--- config.mk ---
export PLATFORM = sky130hd
export DESIGN_NAME = flag_seq_ctrl
export DESIGN_NICKNAME = d
export VERILOG_FILES = /design/src/rtl/flag_seq_ctrl.sv
export SDC_FILE = /design/constraint.sdc
export NUM_CORES = 1
export LEC_CHECK = 0
export ABC_AREA = 1
export CAP_MARGIN = 20
export CELL_PAD_IN_SITES_DETAIL_PLACEMENT = 0
export CELL_PAD_IN_SITES_GLOBAL_PLACEMENT = 1
export CORE_MARGIN = 2
export CORE_UTILIZATION = 38
export DETAILED_ROUTE_END_ITERATION = 7
export GPL_ROUTABILITY_DRIVEN = 0
export PLACE_DENSITY = 0.86
export SLEW_MARGIN = 20
export SYNTH_ARGS = -nofsm -noshare
export SYNTH_HDL_FRONTEND = slang
export SYNTH_SLANG_ARGS = --single-unit
--- constraint.sdc ---
create_clock -name clock -period 3.1 [get_ports clock]
set_input_delay 0.62 -clock clock [delete_from_list [all_inputs] [get_ports clock]]
set_output_delay 0.62 -clock clock [all_outputs]
set_load 0.005 [all_outputs]
--- src/rtl/flag_seq_ctrl.sv ---
// Flag-register update sequencer: arbitrates per-instruction flag updates against
// SWI / RFE / HALT events and keeps a bounded stack of flag snapshots for nested entry.
module flag_seq_ctrl #(
  parameter int SAVE_DEPTH = 4
) (
  input  logic                          clock,
  input  logic                          reset,
  input  logic                          op_valid,
  input  logic [2:0]                    op_update,
  input  logic                          swi_req,
  input  logic                          rfe_req,
  input  logic                          halt_req,
  input  logic [4:0]                    flags,
  output logic [2:0]                    update_mode,
  output logic                          stall,
  output logic                          exc_ack,
  output logic [4:0]                    saved_flags,
  output logic [$clog2(SAVE_DEPTH):0]   depth,
  output logic                          fault,
  output logic                          halted
);

  localparam int DW = $clog2(SAVE_DEPTH) + 1;
  localparam int IW = $clog2(SAVE_DEPTH);

  localparam logic [2:0] UM_HOLD    = 3'd0;
  localparam logic [2:0] UM_TOGGLE  = 3'd5;
  localparam logic [2:0] UM_SET_ALL = 3'd6;

  typedef enum logic [2:0] {
    S_IDLE, S_SWI_SAVE, S_SWI_TOGGLE, S_RFE_POP, S_HALT_SET, S_HALTED
  } state_e;

  state_e          state_q, state_d;
  logic [2:0]      update_mode_q, update_mode_d;
  logic            exc_ack_q, exc_ack_d;
  logic            fault_q, fault_d;
  logic [DW-1:0]   depth_q, depth_d;
  logic [4:0]      stack_q [SAVE_DEPTH];

  logic            push, pop;
  logic            stack_full, stack_empty;
  logic [IW-1:0]   push_idx, top_idx;
  logic [4:0]      top_flags;
  logic            op_is_update;

  assign stack_full   = (depth_q == DW'(SAVE_DEPTH));
  assign stack_empty  = (depth_q == '0);
  assign push_idx     = IW'(depth_q);
  assign top_idx      = IW'(depth_q - 1'b1);
  assign top_flags    = stack_empty ? 5'd0 : stack_q[top_idx];
  assign op_is_update = (op_update >= 3'd1) && (op_update <= 3'd4);

  // State register plus the registered side-effects of each transition.
  always_ff @(posedge clock) begin
    if (reset) begin
      state_q       <= S_IDLE;
      update_mode_q <= UM_HOLD;
      exc_ack_q     <= 1'b0;
      fault_q       <= 1'b0;
      depth_q       <= '0;
      for (int i = 0; i < SAVE_DEPTH; i++) stack_q[i] <= 5'd0;
    end else begin
      state_q       <= state_d;
      update_mode_q <= update_mode_d;
      exc_ack_q     <= exc_ack_d;
      fault_q       <= fault_d;
      depth_q       <= depth_d;
      if (push) stack_q[push_idx] <= flags;
      else if (pop) stack_q[top_idx] <= 5'd0;
    end
  end

  // update_mode is registered on the transition so the flag register sees it
  // at the negedge of the first cycle spent in the destination state.
  always_comb begin
    state_d       = state_q;
    update_mode_d = UM_HOLD;
    exc_ack_d     = 1'b0;
    fault_d       = fault_q;
    push          = 1'b0;
    pop           = 1'b0;
    unique case (state_q)
      S_IDLE: begin
        if (halt_req) begin
          state_d       = S_HALT_SET;
          update_mode_d = UM_SET_ALL;
        end else if (swi_req) begin
          if (stack_full) begin
            fault_d = 1'b1;
          end else begin
            state_d       = S_SWI_SAVE;
            push          = 1'b1;
            // Only the outermost entry (M clear) flips into supervisor mode.
            update_mode_d = flags[0] ? UM_HOLD : UM_TOGGLE;
          end
        end else if (rfe_req) begin
          if (stack_empty) begin
            fault_d = 1'b1;
          end else begin
            state_d       = S_RFE_POP;
            pop           = 1'b1;
            update_mode_d = (!top_flags[0] && flags[0]) ? UM_TOGGLE : UM_HOLD;
          end
        end else if (op_valid && op_is_update) begin
          update_mode_d = op_update;
        end
      end
      S_SWI_SAVE: begin
        state_d   = S_SWI_TOGGLE;
        exc_ack_d = 1'b1;
      end
      S_SWI_TOGGLE: state_d = S_IDLE;
      S_RFE_POP: begin
        state_d   = S_IDLE;
        exc_ack_d = 1'b1;
      end
      S_HALT_SET: state_d = S_HALTED;
      S_HALTED:   state_d = S_HALTED;
      default:    state_d = S_IDLE;
    endcase

    depth_d = depth_q;
    if (push)     depth_d = depth_q + 1'b1;
    else if (pop) depth_d = depth_q - 1'b1;
  end

  always_comb begin
    stall  = 1'b1;
    halted = 1'b0;
    unique case (state_q)
      S_IDLE:   stall  = halt_req | swi_req | rfe_req;
      S_HALTED: halted = 1'b1;
      default:  stall  = 1'b1;
    endcase
  end

  assign update_mode = update_mode_q;
  assign exc_ack     = exc_ack_q;
  assign fault       = fault_q;
  assign depth       = depth_q;
  assign saved_flags = top_flags;

endmodule

==> key figures, run 1 <==
Timing
  – Final hold violations: 0
  – Fmax: 350 MHz
  – Post-route setup slack: 240 ps
  – Worst Skew: 6.12 ps
  – Max-slew violations: 0
  – Final period utilization: 92.3%
  – Setup TNS: 0 ps
  – Slew @ Worst Pin: 437 ps
  – RSZ-0062 raised after global routing: false
  – Max_slew headroom: 70.7%
  – Post-layout minimum cycle time: 2860 ps
  – Final setup violation count: 0
  – Hold WS: 450 ps

Power
  – Pwr Density: 508 nW/um^2
  – VDD IR-drop max: 0.262 mV
  – Lkg Pwr: 0.855 nW
  – Tot Pwr: 1.04 mW

Flow run
  – Max-Cap Viols: 0

Critical path
  – WP data arrival: 2240 ps
  – Critical Path RT: 2480 ps
  – Critical Path End Type: output pin
  – Crit path launch: depth[1]$_SDFFE_PP0P_
  – Worst Reg-to-Reg Cells: 9
  – Crit Path Class: reg -> out
  – Worst Setup EP: saved_flags[3]
  – RR Startpoint: depth[1]$_SDFFE_PP0P_
  – Worst Setup Start Kind: flip-flop
  – CP Max Fanout: 8
  – Reg-to-Reg End: stack_q[3][0]$_DFFE_PP_
  – Worst R2R Setup Slack: 980 ps

Global routing
  – Vias in the first global route: 1259
  – GRT Util Overall: 16.4%
  – Initial antenna violation count: 0
  – Largest net degree at the start of global routing: 17
  – GR Overflow Total: 0
  – First-pass GRT wire length: 6130 microns

Clock tree
  – Clk buf depth: 2
  – CTS sink cnt: 31
  – Clock Latency Late Sink: 280 ps
  – Clock root cell: clkbuf_8
  – Max H-tree Level: 2
  – Post_cts resized: 0
  – CTS hold repair buffers: 0
  – Postcts setup bufs: 0
  – CTS tree: done
  – Clock transition at path regs: 60 ps
  – CTS buffer count: 5

Final layout
  – Finished Core Util: 50.3%
  – Fin area: 2040 sq um
  – Fin nets: 246
  – Share of cells above drive strength 1: 9.17%
  – Area growth syn-to-layout: 25.6%
  – Post-Layout Cell Count: 279
  – Ant diodes: 0

Drt
  – Initial drt markers: 100
  – Drt pass-1 iters: 4
  – WL final: 3610 microns
  – Vias after detailed routing: 1314
  – Routed WL per cell: 12.9 microns
  – ANT nets after route: 0
  – Vias per cell: 4.71
  – DRC viols: 0

Logic synthesis
  – Syn Area/Cell: 8.29 sq um
  – Top cells by area, synth: edfxtp_1 (37%), dfxtp_1 (14%), nor2_1 (10%)
  – Sequential share of the synthesized area: 50.5%
  – Post-synth top area share: 37.0%
  – Synthesized flop and latch total: 31
  – Synthesized cell area: 1630 sq um
  – Synth cell types: 23
  – Mapped Nets: 213
  – Syn Inst Count: 196
  – Ys Warns: 0
  – Leading area contributor after synthesis: edfxtp_1

Placement
  – Setup slack at placement: 371 ps
  – I/O Buffers: 28
  – DP Cell Count: 272
  – Placed cell areas: 1960 sq um
  – DP HPWL: 2770 microns

Floorplanning
  – Die W: 69.4 microns
  – I/O pin cnt: 29
  – Die height: 69.4 microns
  – Initial Util: 40.1%
  – Die footprint: 4820 sq um
  – Core Region: 4060 sq um
  – Rows: 23

Outcome
  – Status: complete, no violations

Min path
  – Hold WC Path Type: reg -> reg
[cells in the final DEF (no fill, tap or decap), drive strengths merged]
| cell | Yosys | routed |
|---|---|---|
| nor2 | 48 | 48 |
| nor3b | 1 | 1 |
| o21ai | 13 | 13 |
| inv | 25 | 25 |
| edfxtp | 20 | 20 |
| clkdlybuf4s50 | 0 | 28 |
| a21oi | 12 | 12 |
| or2 | 1 | 1 |
| clkinv | 0 | 2 |
| nand4 | 2 | 2 |
| ha | 3 | 3 |
| nor3 | 1 | 1 |
| nand3b | 1 | 1 |
| a31oi | 1 | 1 |
| nand2 | 40 | 40 |
| buf | 3 | 2 |
| nand3 | 13 | 13 |
| clkbuf | 1 | 5 |
| dfxtp | 11 | 11 |
[layout make-up]
| cell class | instances | area [sq um] |
|---|---|---|
| clock buffers | 5 | 68.8 |
| clock inverters | 2 | 8.76 |
| fillers | 389 | 2020 |
| inverters | 25 | 93.8 |
| multi-input cells | 136 | 692 |
| flip-flops and latches | 31 | 821 |
| well taps | 50 | 62.6 |
| repair buffers | 30 | 295 |
[worst min path at each step]
stage,start,endpoint,slack [ps],cells after the start
6_report,state_q[2]$_SDFFE_PP0P_,exc_ack$_SDFF_PP0_,450,1
5_1_grt,state_q[2]$_SDFFE_PP0P_,exc_ack$_SDFF_PP0_,480,1
4_1_cts,state_q[2]$_SDFFE_PP0P_,exc_ack$_SDFF_PP0_,450,1
3_5_place_dp,state_q[2]$_SDFFE_PP0P_,exc_ack$_SDFF_PP0_,450,1
3_3_place_gp,state_q[2]$_SDFFE_PP0P_,exc_ack$_SDFF_PP0_,440,1
2_1_floorplan,state_q[2]$_SDFFE_PP0P_,exc_ack$_SDFF_PP0_,420,1
[per-layer routing]
layer / wire length, microns / vias to the layer above / GRT usage (%)
met5: 0 / - / 0
met4: 68 / 0 / 6.54
met3: 187 / 5 / 3.92
met2: 1660 / 33 / 24.8
met1: 1700 / 576 / 22.5
li1: - / 700 / -
[state kept, by name, summed over array words and instances (netlist names)]
signal and count:
stack_q 20, depth 3, state_q 3, update_mode 3, exc_ack 1, fault 1
[logic make-up after synthesis]
logic type / share of synthesized area (%)
flip-flops: 50.5
AND/OR/NAND/NOR: 31.5
AO/OA/AOI/OAI: 8.78
adder cells (fa/ha/maj): 2.31
buffers and inverters: 6.93
[cells in the mapped netlist]
master / n
edfxtp_1: 20
o21ai_0: 12
nand3_1: 9
or2_2: 1
inv_1: 25
nor3_1: 1
nand3b_1: 1
nand2_1: 36
a21oi_1: 12
a31oi_1: 1
nand2_4: 2
nor3b_1: 1
buf_2: 3
o21ai_4: 1
nand4_1: 2
nor2_1: 45
nand3_2: 2
nor2_4: 3
nand3_4: 2
dfxtp_1: 11
nand2_2: 2
clkbuf_1: 1
ha_1: 3
[critical path: stages, from the launching register on]
cell and delay (ps):
dfxtp_1 350, inv_1 100, ha_1 460, inv_1 180
nor2_1 120, o21ai_0 90, a21oi_1 140, clkdlybuf4s50_1 510
[where the power goes]
part | switching [mW] | internal, mW | total, mW
Clock | 0.145 | 0.149 | 0.294
Combinational | 0.148 | 0.105 | 0.254
Sequential | 0.0149 | 0.475 | 0.490
Total | 0.309 | 0.730 | 1.04
Note: power is estimated with default switching activity, not from simulation.
==> run 2, diff against run 1 <==
--- a/config.mk
+++ b/config.mk
@@ -10,8 +10,9 @@
 export CELL_PAD_IN_SITES_DETAIL_PLACEMENT = 0
 export CELL_PAD_IN_SITES_GLOBAL_PLACEMENT = 1
 export CORE_MARGIN = 2
-export CORE_UTILIZATION = 38
+export CORE_UTILIZATION = 46
 export DETAILED_ROUTE_END_ITERATION = 7
+export DONT_BUFFER_PORTS = 1
 export GPL_ROUTABILITY_DRIVEN = 0
 export PLACE_DENSITY = 0.86
 export SLEW_MARGIN = 20
==> run 2 against run 1 <==
Net effect:
- sequential power hardly changed
- first-iteration DRC count is 30% higher
- register-to-register slack worse by 90 ps
- non-clock buffer count is 29 lower
- largest power group unchanged
- highest routed layer unchanged
==> key figures, run 2 (same netlist as run 1, synthesis figures left out) <==
Critical path
  – Critical Path RT: 2480 ps (about the same)
  – WP data arrival: 2060 ps (-180 ps)
  – Crit Path Class: reg -> out
  – Reg-to-Reg End: stack_q[3][1]$_DFFE_PP_
  – Critical Path End Type: output pin
  – Worst Reg-to-Reg Cells: 9 (unchanged)
  – RR Startpoint: depth[0]$_SDFFE_PP0P_
  – Worst R2R Setup Slack: 890 ps (-90 ps)
  – Worst Setup Start Kind: flip-flop
  – CP Max Fanout: 14 (+6)

Global routing
  – Vias in the first global route: 1238 (-1.7%)
  – First-pass GRT wire length: 5790 microns (-5.5%)
  – Initial antenna violation count: 0 (unchanged)
  – GRT Util Overall: 18.8% (+2.4 points)
  – GR Overflow Total: 0 (unchanged)
  – Largest net degree at the start of global routing: 17 (unchanged)

Floorplanning
  – Rows: 21 (-8.7%)
  – Die footprint: 4020 sq um (-16%)
  – Initial Util: 48.3% (+8.3 points)
  – Die height: 63.4 microns (-8.6%)
  – I/O pin cnt: 29 (unchanged)
  – Die W: 63.4 microns (-8.6%)
  – Core Region: 3360 sq um (-17%)

Timing
  – Final setup violation count: 0 (unchanged)
  – Post-layout minimum cycle time: 2680 ps (-181 ps)
  – Slew @ Worst Pin: 419 ps (-18.4 ps)
  – Worst Skew: 4.41 ps (-1.71 ps)
  – Max_slew headroom: 72.0% (+1.2 points)
  – Final hold violations: 0 (unchanged)
  – Hold WS: 348 ps (-102 ps)
  – Setup TNS: 0 ps (unchanged)
  – Max-slew violations: 0 (unchanged)
  – Fmax: 373 MHz (+6.7%)
  – Final period utilization: 86.4% (-5.8 points)
  – RSZ-0062 raised after global routing: false

Final layout
  – Filler instances: 357 (-8.2%)
  – Share of cells above drive strength 1: 9.95% (+0.78 points)
  – Fin nets: 217 (-12%)
  – Commonest cells after routing, fill and taps aside: nor2_1 (45), nand2_1 (36), inv_1 (25)
  – Max reg flops: 20 (unchanged)
  – Ant diodes: 0 (unchanged)
  – Biggest register: stack_q
  – Area growth syn-to-layout: 5.93%
  – Commonest non-fill, non-tap cell in the layout: nor2_1

Clock tree
  – Post_cts resized: 0 (unchanged)
  – CTS sink cnt: 31 (unchanged)
  – CTS tree: done
  – Clock transition at path regs: 100 ps (+40 ps)
  – Clk buf depth: 2 (unchanged)
  – Max H-tree Level: 2 (unchanged)
  – CTS buffer count: 5 (unchanged)
  – Postcts setup bufs: 0 (unchanged)
  – Clock root cell: clkbuf_4
  – Clock Latency Late Sink: 320 ps (+40 ps)
  – CTS hold repair buffers: 0 (unchanged)

Outcome
  – Status: complete, no violations

Drt
  – Vias after detailed routing: 1281 (-2.5%)
  – Initial drt markers: 130 (+30%)
  – Drt pass-1 iters: 4 (unchanged)
  – Routed WL per cell: 13.8 microns (+6.8%)
  – WL final: 3420 microns (-5.5%)
  – ANT nets after route: 0 (unchanged)
  – Vias per cell: 5.19 (+10%)
  – DRC viols: 0 (unchanged)

Power
  – VDD IR-drop max: 0.243 mV (-7.4%)
  – Lkg Pwr: 0.735 nW (-14%)
  – Pwr Density: 527 nW/um^2 (+3.6%)

Min path
  – Endpoint with the worst hold slack: depth[0]$_SDFFE_PP0P_
  – Min-delay src: reset
  – Hold WC Path Type: in -> reg
  – Worst Hold Path Cells: 1 (unchanged)

Placement
  – DP HPWL: 2560 microns (-7.5%)
  – I/O Buffers: 0 (-100%)

Flow run
  – Max-Cap Viols: 0 (unchanged)
run 2: worst max-delay path by stage:
stage	from	to	cells after the start
floorplan	depth[0]$_SDFFE_PP0P_	saved_flags[1]	8
global placement	depth[0]$_SDFFE_PP0P_	saved_flags[1]	6
detailed placement	depth[0]$_SDFFE_PP0P_	saved_flags[1]	6
CTS	depth[0]$_SDFFE_PP0P_	saved_flags[1]	6
global route	depth[0]$_SDFFE_PP0P_	saved_flags[1]	6
finish	depth[0]$_SDFFE_PP0P_	saved_flags[1]	6
run 2: cell type report:
type,count,area (sq um),area share [%]
clock buffers,6,41.3,2.40
flip-flops and latches,31,821,47.7
inverters,25,93.8,5.45
well taps,46,57.6,3.34
multi-input cells,136,692,40.2
clock inverters,2,8.76,0.509
repair buffers,1,7.51,0.436
run 2: per-stage QoR:
step                      total power, mW  util, %  cell area [sq um]  instances  worst slack (ps)
after floorplan                     0.651        -               1630        196               844
after global placement              0.690     49.7               1670        239               887
after detailed placement            0.694     49.7               1670        239               767
after CTS                           0.915     51.2               1720        247               395
after global routing                0.956     51.2               1720        247               314
final                               0.907     51.2               1720        247               421
run 2: layer usage:
metal  global-route usage [%]  share of wire, %  vias to the layer above
met5                        0                 0                        -
met2                     29.7                47                       32
li1                         -                 -                      642
met1                     24.9                46                      602
met3                     4.82               5.1                        5
met4                     6.52               1.3                        0
run 2: worst max-delay path: stages (launching register included):
cell     delay (ps)
dfxtp_1         340
inv_1           190
ha_1            530
inv_1           190
nor2_1          160
o21ai_0         130
a21oi_1         190
run 2: power by group:
part	switching (mW)	internal (mW)	total [mW]
logic	0.136	0.0573	0.194
clock network	0.138	0.0851	0.223
registers	0.0163	0.475	0.491
total	0.290	0.617	0.907
==> run 3, diff against run 2 <==
--- a/config.mk
+++ b/config.mk
@@ -9,8 +9,8 @@
 export CAP_MARGIN = 20
 export CELL_PAD_IN_SITES_DETAIL_PLACEMENT = 0
 export CELL_PAD_IN_SITES_GLOBAL_PLACEMENT = 1
-export CORE_MARGIN = 2
 export CORE_UTILIZATION = 46
+export CTS_CLUSTER_SIZE = 20
 export DETAILED_ROUTE_END_ITERATION = 7
 export DONT_BUFFER_PORTS = 1
 export GPL_ROUTABILITY_DRIVEN = 0
==> run 3 against run 2 <==
Net effect:
- clock skew rose by 1.6 ps
- critical endpoint is now saved_flags[3]
- core utilization rose by 0.78 points
- final area rose by 1.5%
- count of clock-buffer cells in the layout fell by 1
- final cell count did not move
- highest routed layer unchanged
- maximum frequency rose by 4.4%
- global-route usage rose by 0.80 points
- sequential cell count did not move
- sequential power barely moved
- power rose by 9.2%
- routed wire length fell by 1.3%
==> key figures, run 3 (same netlist as run 1, synthesis figures left out) <==
Global routing
  – Largest net degree at the start of global routing: 17 (unchanged)
  – Initial antenna violation count: 0 (unchanged)
  – First-pass GRT wire length: 5210 microns (-10%)
  – GR Overflow Total: 0 (unchanged)
  – Vias in the first global route: 1159 (-6.4%)
  – GRT Util Overall: 19.6% (+0.80 points)

Clock tree
  – Clk buf depth: 2 (unchanged)
  – Post_cts resized: 0 (unchanged)
  – CTS sink cnt: 31 (unchanged)
  – CTS hold repair buffers: 0 (unchanged)
  – Postcts setup bufs: 0 (unchanged)
  – Clock transition at path regs: 100 ps (about the same)
  – Clock Latency Late Sink: 330 ps (about the same)
  – Clock root cell: clkbuf_4
  – CTS tree: done
  – Max H-tree Level: 2 (unchanged)
  – CTS buffer count: 5 (unchanged)

Floorplanning
  – Die footprint: 3770 sq um (-6.2%)
  – Core Region: 3360 sq um (unchanged)
  – Initial Util: 48.3% (unchanged)
  – I/O pin cnt: 29 (unchanged)
  – Die W: 61.4 microns (-3.2%)
  – Die height: 61.4 microns (-3.2%)
  – Rows: 21 (unchanged)

Placement
  – I/O Buffers: 0 (unchanged)
  – DP Cell Count: 239 (unchanged)
  – Placed cell areas: 1670 sq um (unchanged)
  – DP HPWL: 2620 microns (+2.1%)

Timing
  – Fmax: 390 MHz (+4.4%)
  – Max-slew violations: 0 (unchanged)
  – Final hold violations: 0 (unchanged)
  – Setup TNS: 0 ps (unchanged)
  – RSZ-0062 raised after global routing: false
  – Slew @ Worst Pin: 385 ps (-33.7 ps)
  – Worst Skew: 6.04 ps (+1.62 ps)
  – Post-layout minimum cycle time: 2570 ps (-113 ps)
  – Final setup violation count: 0 (unchanged)
  – Max_slew headroom: 74.3% (+2.3 points)
  – Final period utilization: 82.8% (-3.7 points)

Drt
  – Routed WL per cell: 13.6 microns (-1.3%)
  – Vias per cell: 5.17 (-0.39%)
  – DRC viols: 0 (unchanged)
  – Drt pass-1 iters: 4 (unchanged)
  – WL final: 3370 microns (-1.3%)
  – Initial drt markers: 108 (-17%)
  – ANT nets after route: 0 (unchanged)
  – Vias after detailed routing: 1276 (-0.39%)

Power
  – Lkg Pwr: 0.748 nW (+1.8%)
  – Internal power: 0.698 mW (+13%)
  – Pwr Density: 567 nW/um^2 (+7.6%)
  – Tot Pwr: 0.991 mW (+9.2%)
  – Clk pwr share: 31.2% (+6.7 points)
  – Combinational Power Share: 19.2% (-2.2 points)
  – Net switching power: 0.293 mW (+1.0%)
  – VDD IR-drop max: 0.252 mV (+3.5%)
  – Sw Ratio: 29.6% (-2.4 points)
  – Sequential share of power: 49.6% (-4.5 points)

Critical path
  – Crit Path Class: reg -> out
  – CP Max Fanout: 14 (unchanged)
  – Crit path launch: depth[0]$_SDFFE_PP0P_
  – Reg-to-Reg End: stack_q[3][3]$_DFFE_PP_
  – Worst Setup EP: saved_flags[3]
  – WP data arrival: 1950 ps (-110 ps)
  – Worst Setup Start Kind: flip-flop
  – Critical Path RT: 2480 ps (about the same)
  – Worst Reg-to-Reg Cells: 9 (unchanged)
  – Critical Path End Type: output pin
  – Worst R2R Setup Slack: 990 ps (+100 ps)
  – RR Startpoint: depth[0]$_SDFFE_PP0P_

Flow run
  – Max-Cap Viols: 0 (unchanged)

Final layout
  – Share of cells above drive strength 1: 10.4% (+0.50 points)
  – Fin nets: 217 (unchanged)
  – Filler instances: 320 (-10%)
  – Fin area: 1750 sq um (+1.5%)
  – Area growth syn-to-layout: 7.54%
  – Biggest register: stack_q
  – Post-Layout Cell Count: 247 (unchanged)
  – Ant diodes: 0 (unchanged)
  – Commonest non-fill, non-tap cell in the layout: nor2_1
  – Commonest cells after routing, fill and taps aside: nor2_1 (45), nand2_1 (36), inv_1 (25)
  – Max reg flops: 20 (unchanged)

Min path
  – Hold WC Path Type: in -> reg

Outcome
  – Status: complete, no violations
run 3: how the worst min path moves through the flow:
stage | from | endpoint | slack (ps) | cells past startpoint
after CTS | reset | state_q[2]$_SDFFE_PP0P_ | 330 | 1
after global placement | state_q[2]$_SDFFE_PP0P_ | exc_ack$_SDFF_PP0_ | 450 | 1
after global routing | reset | fault$_SDFFE_PP0P_ | 330 | 1
final | reset | depth[0]$_SDFFE_PP0P_ | 340 | 1
after floorplan | state_q[2]$_SDFFE_PP0P_ | exc_ack$_SDFF_PP0_ | 420 | 1
after detailed placement | state_q[2]$_SDFFE_PP0P_ | exc_ack$_SDFF_PP0_ | 440 | 1
run 3: layout make-up:
class,count,area (sq um),share of cell area (%)
clock buffer,5,37.5,2.15
multi-input combinational,136,692,39.6
clock inverter,3,38.8,2.22
sequential,31,821,47.0
timing repair buffer,1,7.51,0.429
tap,46,57.6,3.29
inverter,25,93.8,5.37
run 3: metrics by stage:
step                hold slack (ps)  setup WS (ps)  util, %
finish                          339            534     52.0
CTS                             333            549     52.0
global route                    328            358     52.0
detailed placement              435            898     49.7
floorplan                       421            844        -
global placement                447            947     49.7
run 3: metal layers:
| layer | part of all wire (%) | global-route usage [%] | up-vias |
|---|---|---|---|
| li1 | - | - | 639 |
| met1 | 45 | 26.7 | 579 |
| met2 | 45 | 29.5 | 53 |
| met3 | 9.1 | 5.46 | 5 |
| met4 | 1.2 | 7.62 | 0 |
| met5 | 0 | 0 | - |
run 3: worst max-delay path: stages (launching register included):
cell and delay (ps):
dfxtp_1 340, inv_1 160, ha_1 490, inv_1 180, nor2_1 150, o21ai_0 90
a21oi_1 190
run 3: power groups by stage:
| stage | Combinational, mW | Sequential (mW) | Clock (mW) |
|---|---|---|---|
| 2_1_floorplan | 0.152 | 0.499 | 0 |
| 3_3_place_gp | 0.188 | 0.501 | 0 |
| 3_5_place_dp | 0.190 | 0.501 | 0 |
| 4_1_cts | 0.191 | 0.491 | 0.313 |
| 5_1_grt | 0.219 | 0.495 | 0.327 |
| 6_report | 0.190 | 0.491 | 0.309 |
